<file path="config.mk">
export PLATFORM = sky130hd
export DESIGN_NAME = pipe_hazard_ctrl
export DESIGN_NICKNAME = d
export VERILOG_FILES = /design/src/rtl/pipe_ctrl_pkg.sv /design/src/rtl/load_use_detect.sv /design/src/rtl/pipe_hazard_ctrl.sv
export SDC_FILE = /design/constraint.sdc
export NUM_CORES = 1
export LEC_CHECK = 0
export ABC_AREA = 1
export BUFFER_PORTS_ARGS = -buffer_cell sky130_fd_sc_hd__buf_2
export CAP_MARGIN = 5
export CORE_UTILIZATION = 53
export CTS_CLUSTER_SIZE = 8
export DETAILED_ROUTE_END_ITERATION = 8
export PLACE_DENSITY = 0.84
export SKIP_LAST_GASP = 1
export SLEW_MARGIN = 5
export SYNTH_ARGS = -nofsm -noshare
export SYNTH_HDL_FRONTEND = slang
export SYNTH_SLANG_ARGS = --single-unit
</file>
<file path="constraint.sdc">
create_clock -name clk -period 4.82 [get_ports clk]
set_input_delay 1.205 -clock clk [delete_from_list [all_inputs] [get_ports clk]]
set_output_delay 1.205 -clock clk [all_outputs]
set_load 0.05 [all_outputs]
</file>
<file path="src/rtl/pipe_ctrl_pkg.sv">
// Shared types for the pipeline stall/flush controller.
// Enum of controller states, control bundle and common encodings.
package pipe_ctrl_pkg;

  typedef enum logic [1:0] {
    S_INIT     = 2'd0,
    S_RUN      = 2'd1,
    S_MEM_WAIT = 2'd2,
    S_ERR      = 2'd3
  } hz_state_e;

  typedef struct packed {
    logic pc_en;
    logic pc_redirect;
    logic if_id_en;
    logic id_ex_en;
    logic ex_mem_en;
    logic mem_wb_en;
    logic if_id_flush;
    logic id_ex_flush;
    logic ex_mem_flush;
    logic mem_wb_flush;
  } pipe_ctrl_t;

  localparam pipe_ctrl_t CTRL_BUBBLE = '{
    pc_en: 1'b0, pc_redirect: 1'b0,
    if_id_en: 1'b1, id_ex_en: 1'b1,
    ex_mem_en: 1'b1, mem_wb_en: 1'b1,
    if_id_flush: 1'b1, id_ex_flush: 1'b1,
    ex_mem_flush: 1'b1, mem_wb_flush: 1'b1
  };

  localparam pipe_ctrl_t CTRL_HALT = '0;

  localparam pipe_ctrl_t CTRL_RUN = '{
    pc_en: 1'b1, pc_redirect: 1'b0,
    if_id_en: 1'b1, id_ex_en: 1'b1,
    ex_mem_en: 1'b1, mem_wb_en: 1'b1,
    if_id_flush: 1'b0, id_ex_flush: 1'b0,
    ex_mem_flush: 1'b0, mem_wb_flush: 1'b0
  };

  // Frozen front end while the MEM stage waits; MEM/WB gets a bubble.
  localparam pipe_ctrl_t CTRL_MWAIT = '{
    pc_en: 1'b0, pc_redirect: 1'b0,
    if_id_en: 1'b0, id_ex_en: 1'b0,
    ex_mem_en: 1'b0, mem_wb_en: 1'b1,
    if_id_flush: 1'b0, id_ex_flush: 1'b0,
    ex_mem_flush: 1'b0, mem_wb_flush: 1'b1
  };

  // Branch redirect wins over load-use: the stalled op is squashed.
  function automatic pipe_ctrl_t hz_resolve(
    input logic br,
    input logic lu
  );
    pipe_ctrl_t c;
    c = CTRL_RUN;
    if (br) begin
      c.pc_redirect = 1'b1;
      c.if_id_flush = 1'b1;
      c.id_ex_flush = 1'b1;
    end else if (lu) begin
      c.pc_en       = 1'b0;
      c.if_id_en    = 1'b0;
      c.id_ex_flush = 1'b1;
    end
    return c;
  endfunction

endpackage

</file>
<file path="src/rtl/load_use_detect.sv">
// Load-use comparator between ID/EX load and IF/ID sources.
// Checks both rs fields; false stalls for rs2-less ops are harmless.
module load_use_detect (
  input  logic       ex_memread,
  input  logic [4:0] ex_rd,
  input  logic [4:0] id_rs1,
  input  logic [4:0] id_rs2,
  output logic       load_use
);

  assign load_use = ex_memread && (ex_rd != 5'd0) &&
                    ((ex_rd == id_rs1) || (ex_rd == id_rs2));

endmodule

</file>
<file path="src/rtl/pipe_hazard_ctrl.sv">
// Stall/flush sequencer for the 5-stage pipeline and PC.
// Optional perf counters under PIPE_HAZARD_PERF_CNT_EN.
module pipe_hazard_ctrl
  import pipe_ctrl_pkg::*;
#(
  parameter int RESET_HOLD  = 2,
  parameter int MEM_TIMEOUT = 64
`ifdef PIPE_HAZARD_PERF_CNT_EN
  ,parameter int CNT_W      = 32
`endif
) (
  input  logic       clk,
  input  logic       rst_n,
  input  logic [4:0] id_rs1,
  input  logic [4:0] id_rs2,
  input  logic [4:0] ex_rd,
  input  logic       ex_memread,
  input  logic       ex_branch_taken,
  input  logic       mem_memread,
  input  logic       mem_memwrite,
  input  logic       dmem_ready,
  output logic       pc_en,
  output logic       pc_redirect,
  output logic       if_id_en,
  output logic       id_ex_en,
  output logic       ex_mem_en,
  output logic       mem_wb_en,
  output logic       if_id_flush,
  output logic       id_ex_flush,
  output logic       ex_mem_flush,
  output logic       mem_wb_flush,
  output logic       mem_timeout,
  output logic [1:0] ctrl_state
`ifdef PIPE_HAZARD_PERF_CNT_EN
  ,output logic [CNT_W-1:0] stall_cycles
  ,output logic [CNT_W-1:0] flush_events
  ,output logic [CNT_W-1:0] mem_wait_cycles
`endif
);

  localparam int HCW =
    (RESET_HOLD < 2) ? 1 : $clog2(RESET_HOLD + 1);
  localparam int WCW =
    (MEM_TIMEOUT < 1) ? 1 : $clog2(MEM_TIMEOUT + 1);

  hz_state_e  state_q, state_d;
  logic [HCW-1:0] hold_q, hold_d;
  logic [WCW-1:0] wait_q, wait_d;
  pipe_ctrl_t ctrl;
  logic       load_use;
  logic       mem_stall;
  logic       lu_app;
  logic       mw_app;

  load_use_detect u_lud (
    .ex_memread (ex_memread),
    .ex_rd      (ex_rd),
    .id_rs1     (id_rs1),
    .id_rs2     (id_rs2),
    .load_use   (load_use)
  );

  assign mem_stall = (mem_memread || mem_memwrite) && !dmem_ready;

  // State, hold counter and wait counter registers.
  always_ff @(posedge clk or negedge rst_n) begin
    if (!rst_n) begin
      state_q <= S_INIT;
      hold_q  <= HCW'(RESET_HOLD);
      wait_q  <= '0;
    end else begin
      state_q <= state_d;
      hold_q  <= hold_d;
      wait_q  <= wait_d;
    end
  end

  // Next-state and control bundle from state and hazard inputs.
  always_comb begin
    ctrl    = CTRL_BUBBLE;
    state_d = state_q;
    hold_d  = hold_q;
    wait_d  = wait_q;
    lu_app  = 1'b0;
    mw_app  = 1'b0;
    unique case (state_q)
      S_INIT: begin
        if (hold_q <= HCW'(1)) state_d = S_RUN;
        else hold_d = hold_q - HCW'(1);
      end
      S_RUN: begin
        if (mem_stall) begin
          ctrl    = CTRL_MWAIT;
          mw_app  = 1'b1;
          state_d = S_MEM_WAIT;
          wait_d  = WCW'(1);
        end else begin
          ctrl   = hz_resolve(ex_branch_taken, load_use);
          lu_app = load_use && !ex_branch_taken;
        end
      end
      S_MEM_WAIT: begin
        if (!dmem_ready) begin
          ctrl   = CTRL_MWAIT;
          mw_app = 1'b1;
          if (wait_q != '1) wait_d = wait_q + WCW'(1);
          if ((MEM_TIMEOUT != 0) &&
              (wait_q == WCW'(MEM_TIMEOUT)))
            state_d = S_ERR;
        end else begin
          ctrl    = hz_resolve(ex_branch_taken, load_use);
          state_d = S_RUN;
          wait_d  = '0;
        end
      end
      S_ERR: begin
        ctrl = CTRL_HALT;
      end
      default: begin
        ctrl    = CTRL_BUBBLE;
        state_d = S_INIT;
      end
    endcase
  end

  assign pc_en        = ctrl.pc_en;
  assign pc_redirect  = ctrl.pc_redirect;
  assign if_id_en     = ctrl.if_id_en;
  assign id_ex_en     = ctrl.id_ex_en;
  assign ex_mem_en    = ctrl.ex_mem_en;
  assign mem_wb_en    = ctrl.mem_wb_en;
  assign if_id_flush  = ctrl.if_id_flush;
  assign id_ex_flush  = ctrl.id_ex_flush;
  assign ex_mem_flush = ctrl.ex_mem_flush;
  assign mem_wb_flush = ctrl.mem_wb_flush;
  assign mem_timeout  = (state_q == S_ERR);
  assign ctrl_state   = state_q;

`ifdef PIPE_HAZARD_PERF_CNT_EN
  // Saturating counters of applied stalls, redirects and waits.
  always_ff @(posedge clk or negedge rst_n) begin
    if (!rst_n) begin
      stall_cycles    <= '0;
      flush_events    <= '0;
      mem_wait_cycles <= '0;
    end else begin
      if (lu_app && stall_cycles != '1)
        stall_cycles <= stall_cycles + CNT_W'(1);
      if (ctrl.pc_redirect && flush_events != '1)
        flush_events <= flush_events + CNT_W'(1);
      if (mw_app && mem_wait_cycles != '1)
        mem_wait_cycles <= mem_wait_cycles + CNT_W'(1);
    end
  end
`else
  logic unused_perf;
  assign unused_perf = lu_app ^ mw_app;
`endif

endmodule

</file>
==> metrics.md <==
| Metric | Value |
|---|---|
| IO Pins | 35 |
| TritonCTS clock tree | built |
| Final hold viol count | 0 |
| Overall Power | 665 uW |
| Hold Slack | 0.473 ns |
| IO Port Bufs | 34 |
| Worst Path Required | 3.62 ns |
| H-tree depth | 1 |
| Synth Register Bits | 11 |
| Resized Gates After CTS | 0 |
| Peak VDD IR | ~500 uV |
| Worst-Margin Slew | approximately 0.28 ns |
| Number of DRC markers in iteration 0 | 26 |
| Switching part of the total power | 0.626 |
| Slew Limit Fails | 0 |
| Final instance area | 1240 sq um |
| Syn Nets | 191 |
| Routed WL | 2280 um |
| Distinct cells, synth | 20 |
| CTS root buffer | clkbuf_4 |
| Final setup fails | 0 |
| CP Class | primary input to primary output |
| Routed vias | about 1100 |
| Final Skew | 0.00405 ns |
| CP startpoint kind | primary input |
| Area Growth Syn to Fin | 20.6% |
| Crit-path max FO | 3 |
| Vias/cell | between 4 and 5 |
| Setup TNS Final | 0 ns |
| Avg Cell Area, Syn | 6.45 sq um |
| Starting Density | 0.579 |
| PD cells | 535 nW/um^2 |
| Leak | roughly 0.00073 uW |
| Fmax | 0.283 GHz |
| CTS buffer count | 3 |
| HP Class | flop to flop |
| YS warnings | 0 |
| Vias in the first global route | 927 |
| Chip height | approximately 46 um |
| # rows | 15 |
| Post-DP Area | roughly 1200 sq um |
| Die area | 2130 sq um |
| Maximum capacitance violations | 0 |
| Die Width | 46.1 um |
| Share of cells above drive strength 1 | 0.255 |
| Initial antenna violation count | 0 |
| Sequential share of power | 0.189 |
| Tcrit/Tclk final | 0.733 |
| ANT cells | 0 |
| Routability-driven placement congestion ratio | a little over 0.8 |
| Clock Tree Buf Depth | 2 |
| Wire per inst | between 10 and 15 um |
| Clock Pin Slew Worst Setup and Hold Paths | 0.08 ns |
| Final #Nets | around 230 |
| Sw power | 417 uW |
| Core Area | 1780 sq um |
| Gate power share | 0.711 |
| Fillers | 155 |
| DRT Pass-1 Iters | 4 |
| Grt total ovfl | 0 |
| Post-route DRC | 0 |
| Cts-stage hold buffer count | 0 |
| Hpwl dp | 1840 um |
| PnR worst setup slack | 1.29 ns |
| Status | complete, no violations |
| Multi-input logic area | 606 sq um |
| Sequential area share after synthesis | 0.268 |
| CP endpoint kind | primary output |
| Largest net degree at the start of global routing | 12 |
| Pre-CTS setup slack | 1.31 ns |
| Postcts setup bufs | 0 |
| Clk pwr share | 0.100 |
| Int Pwr | 249 uW |
| First-pass GRT wire length | 3560 um |
| Worst skew pair latency | 0.27 ns |
| Sink Count | 11 |
| RSZ-0062 raised after global routing | false |
| Final antenna-violating net count | 0 |
| Synth Instances | 160 |
| Arr. time, crit path | 2.33 ns |
| Fin crit period | about 3.5 ns |
| Tot GR Track Use | 0.231 |
| Synthesized area | between 1000 and 1500 sq um |
| Slew margin rel. | 0.816 |
| Register area | around 280 sq um |
[area by class of cell]
type | count | area share
clock buffers | 4 | 0.0211
inverters | 36 | 0.109
multi-input cells | 111 | 0.486
flip-flops and latches | 11 | 0.222
well taps | 25 | 0.0251
repair buffers | 34 | 0.137
[path summary, 6_finish.rpt]
kind                                           start                   endpoint  slack (ns)  cells after the start
setup / recovery                        mem_memwrite                id_ex_flush        1.29                      9
hold / removal                 hold_q[1]$_DFFE_PN1P_      hold_q[1]$_DFFE_PN1P_        0.47                      2
setup reg to reg           ctrl_state[0]$_DFFE_PN0P_      wait_q[5]$_DFFE_PN0P_        3.11                      9
hold reg to reg                hold_q[1]$_DFFE_PN1P_      hold_q[1]$_DFFE_PN1P_        0.47                      2
max in group asynchronous                      rst_n      hold_q[1]$_DFFE_PN1P_        3.76                      1
min in group asynchronous                      rst_n  ctrl_state[0]$_DFFE_PN0P_        0.80                      1
[metal layers]
metal	share of wire	wire length, um	vias to the layer above	global-route usage
met4	0	0	0	0.0235
met2	0.53	1220	23	0.437
met1	0.42	965	469	0.271
li1	-	-	565	-
met3	0.041	94	0	0.0510
met5	0	0	-	0
[cells in the final DEF (no fill, tap or decap), types with 3 or more instances in the layout]
master / synthesis / final
o21ai_0: 4 / 4
nand3_1: 8 / 8
xnor2_1: 3 / 3
ha_1: 9 / 9
inv_1: 31 / 31
clkbuf_4: 0 / 3
nor4_1: 3 / 3
o21ai_1: 12 / 12
dfrtp_1: 10 / 10
nor2_1: 15 / 15
nand2_1: 46 / 46
inv_2: 5 / 5
buf_2: 0 / 34
[cell families (layout without fill, tap and decap cells)]
logic type      count (synthesis)  in the layout  share of synthesized area
simple gates                   79             79                      0.348
buf+inv                        38             74                      0.145
compound gates                 20             20                      0.104
flops                          11             11                      0.268
fa+ha+maj                       9              9                      0.109
xor+xnor                        3              3                     0.0255
[stage by stage]
step	util	std cells
global placement	0.684	217
detailed placement	0.684	217
CTS	0.698	221
finish	0.698	221
global route	0.698	221
floorplan	-	160
[power groups by stage]
stage                     clock [uW]  combinational (uW)  sequential (uW)
after CTS                       67.8                 475              126
after detailed placement           0                 472              127
after global routing            70.6                 508              129
final                           66.3                 473              126
after floorplan                    0                 356              149
after global placement             0                 464              126
[cell usage after synthesis]
cell / n / area share
inv_1: 31 / 0.11
nand2_1: 46 / 0.17
o21ai_0: 4 / 0.019
nand3_2: 1 / 0.0097
nand4_1: 2 / 0.012
buf_4: 2 / 0.015
nor3_4: 1 / 0.016
a21oi_1: 2 / 0.0097
o21ai_1: 12 / 0.058
nor2_4: 2 / 0.022
xnor2_1: 3 / 0.025
nand3_1: 8 / 0.039
nor3_2: 1 / 0.0097
o21ai_2: 2 / 0.017
dfstp_2: 1 / 0.025
dfrtp_1: 10 / 0.24
ha_1: 9 / 0.11
inv_2: 5 / 0.018
nor4_1: 3 / 0.018
nor2_1: 15 / 0.055
[registers in the layout, summed over array words and instances (netlist names)]
name,count
hold_q,2
ctrl_state,2
wait_q,7
[critical path, stage by stage]
cell and delay (ns):
buf_2 0.10, nor2_1 0.16, o21ai_2 0.10, o21ai_1 0.14
nand2_1 0.12, nand2_1 0.10, inv_2 0.04, o21ai_1 0.07
buf_2 0.28
No activity file was read; power rests on OpenSTA's default activity.
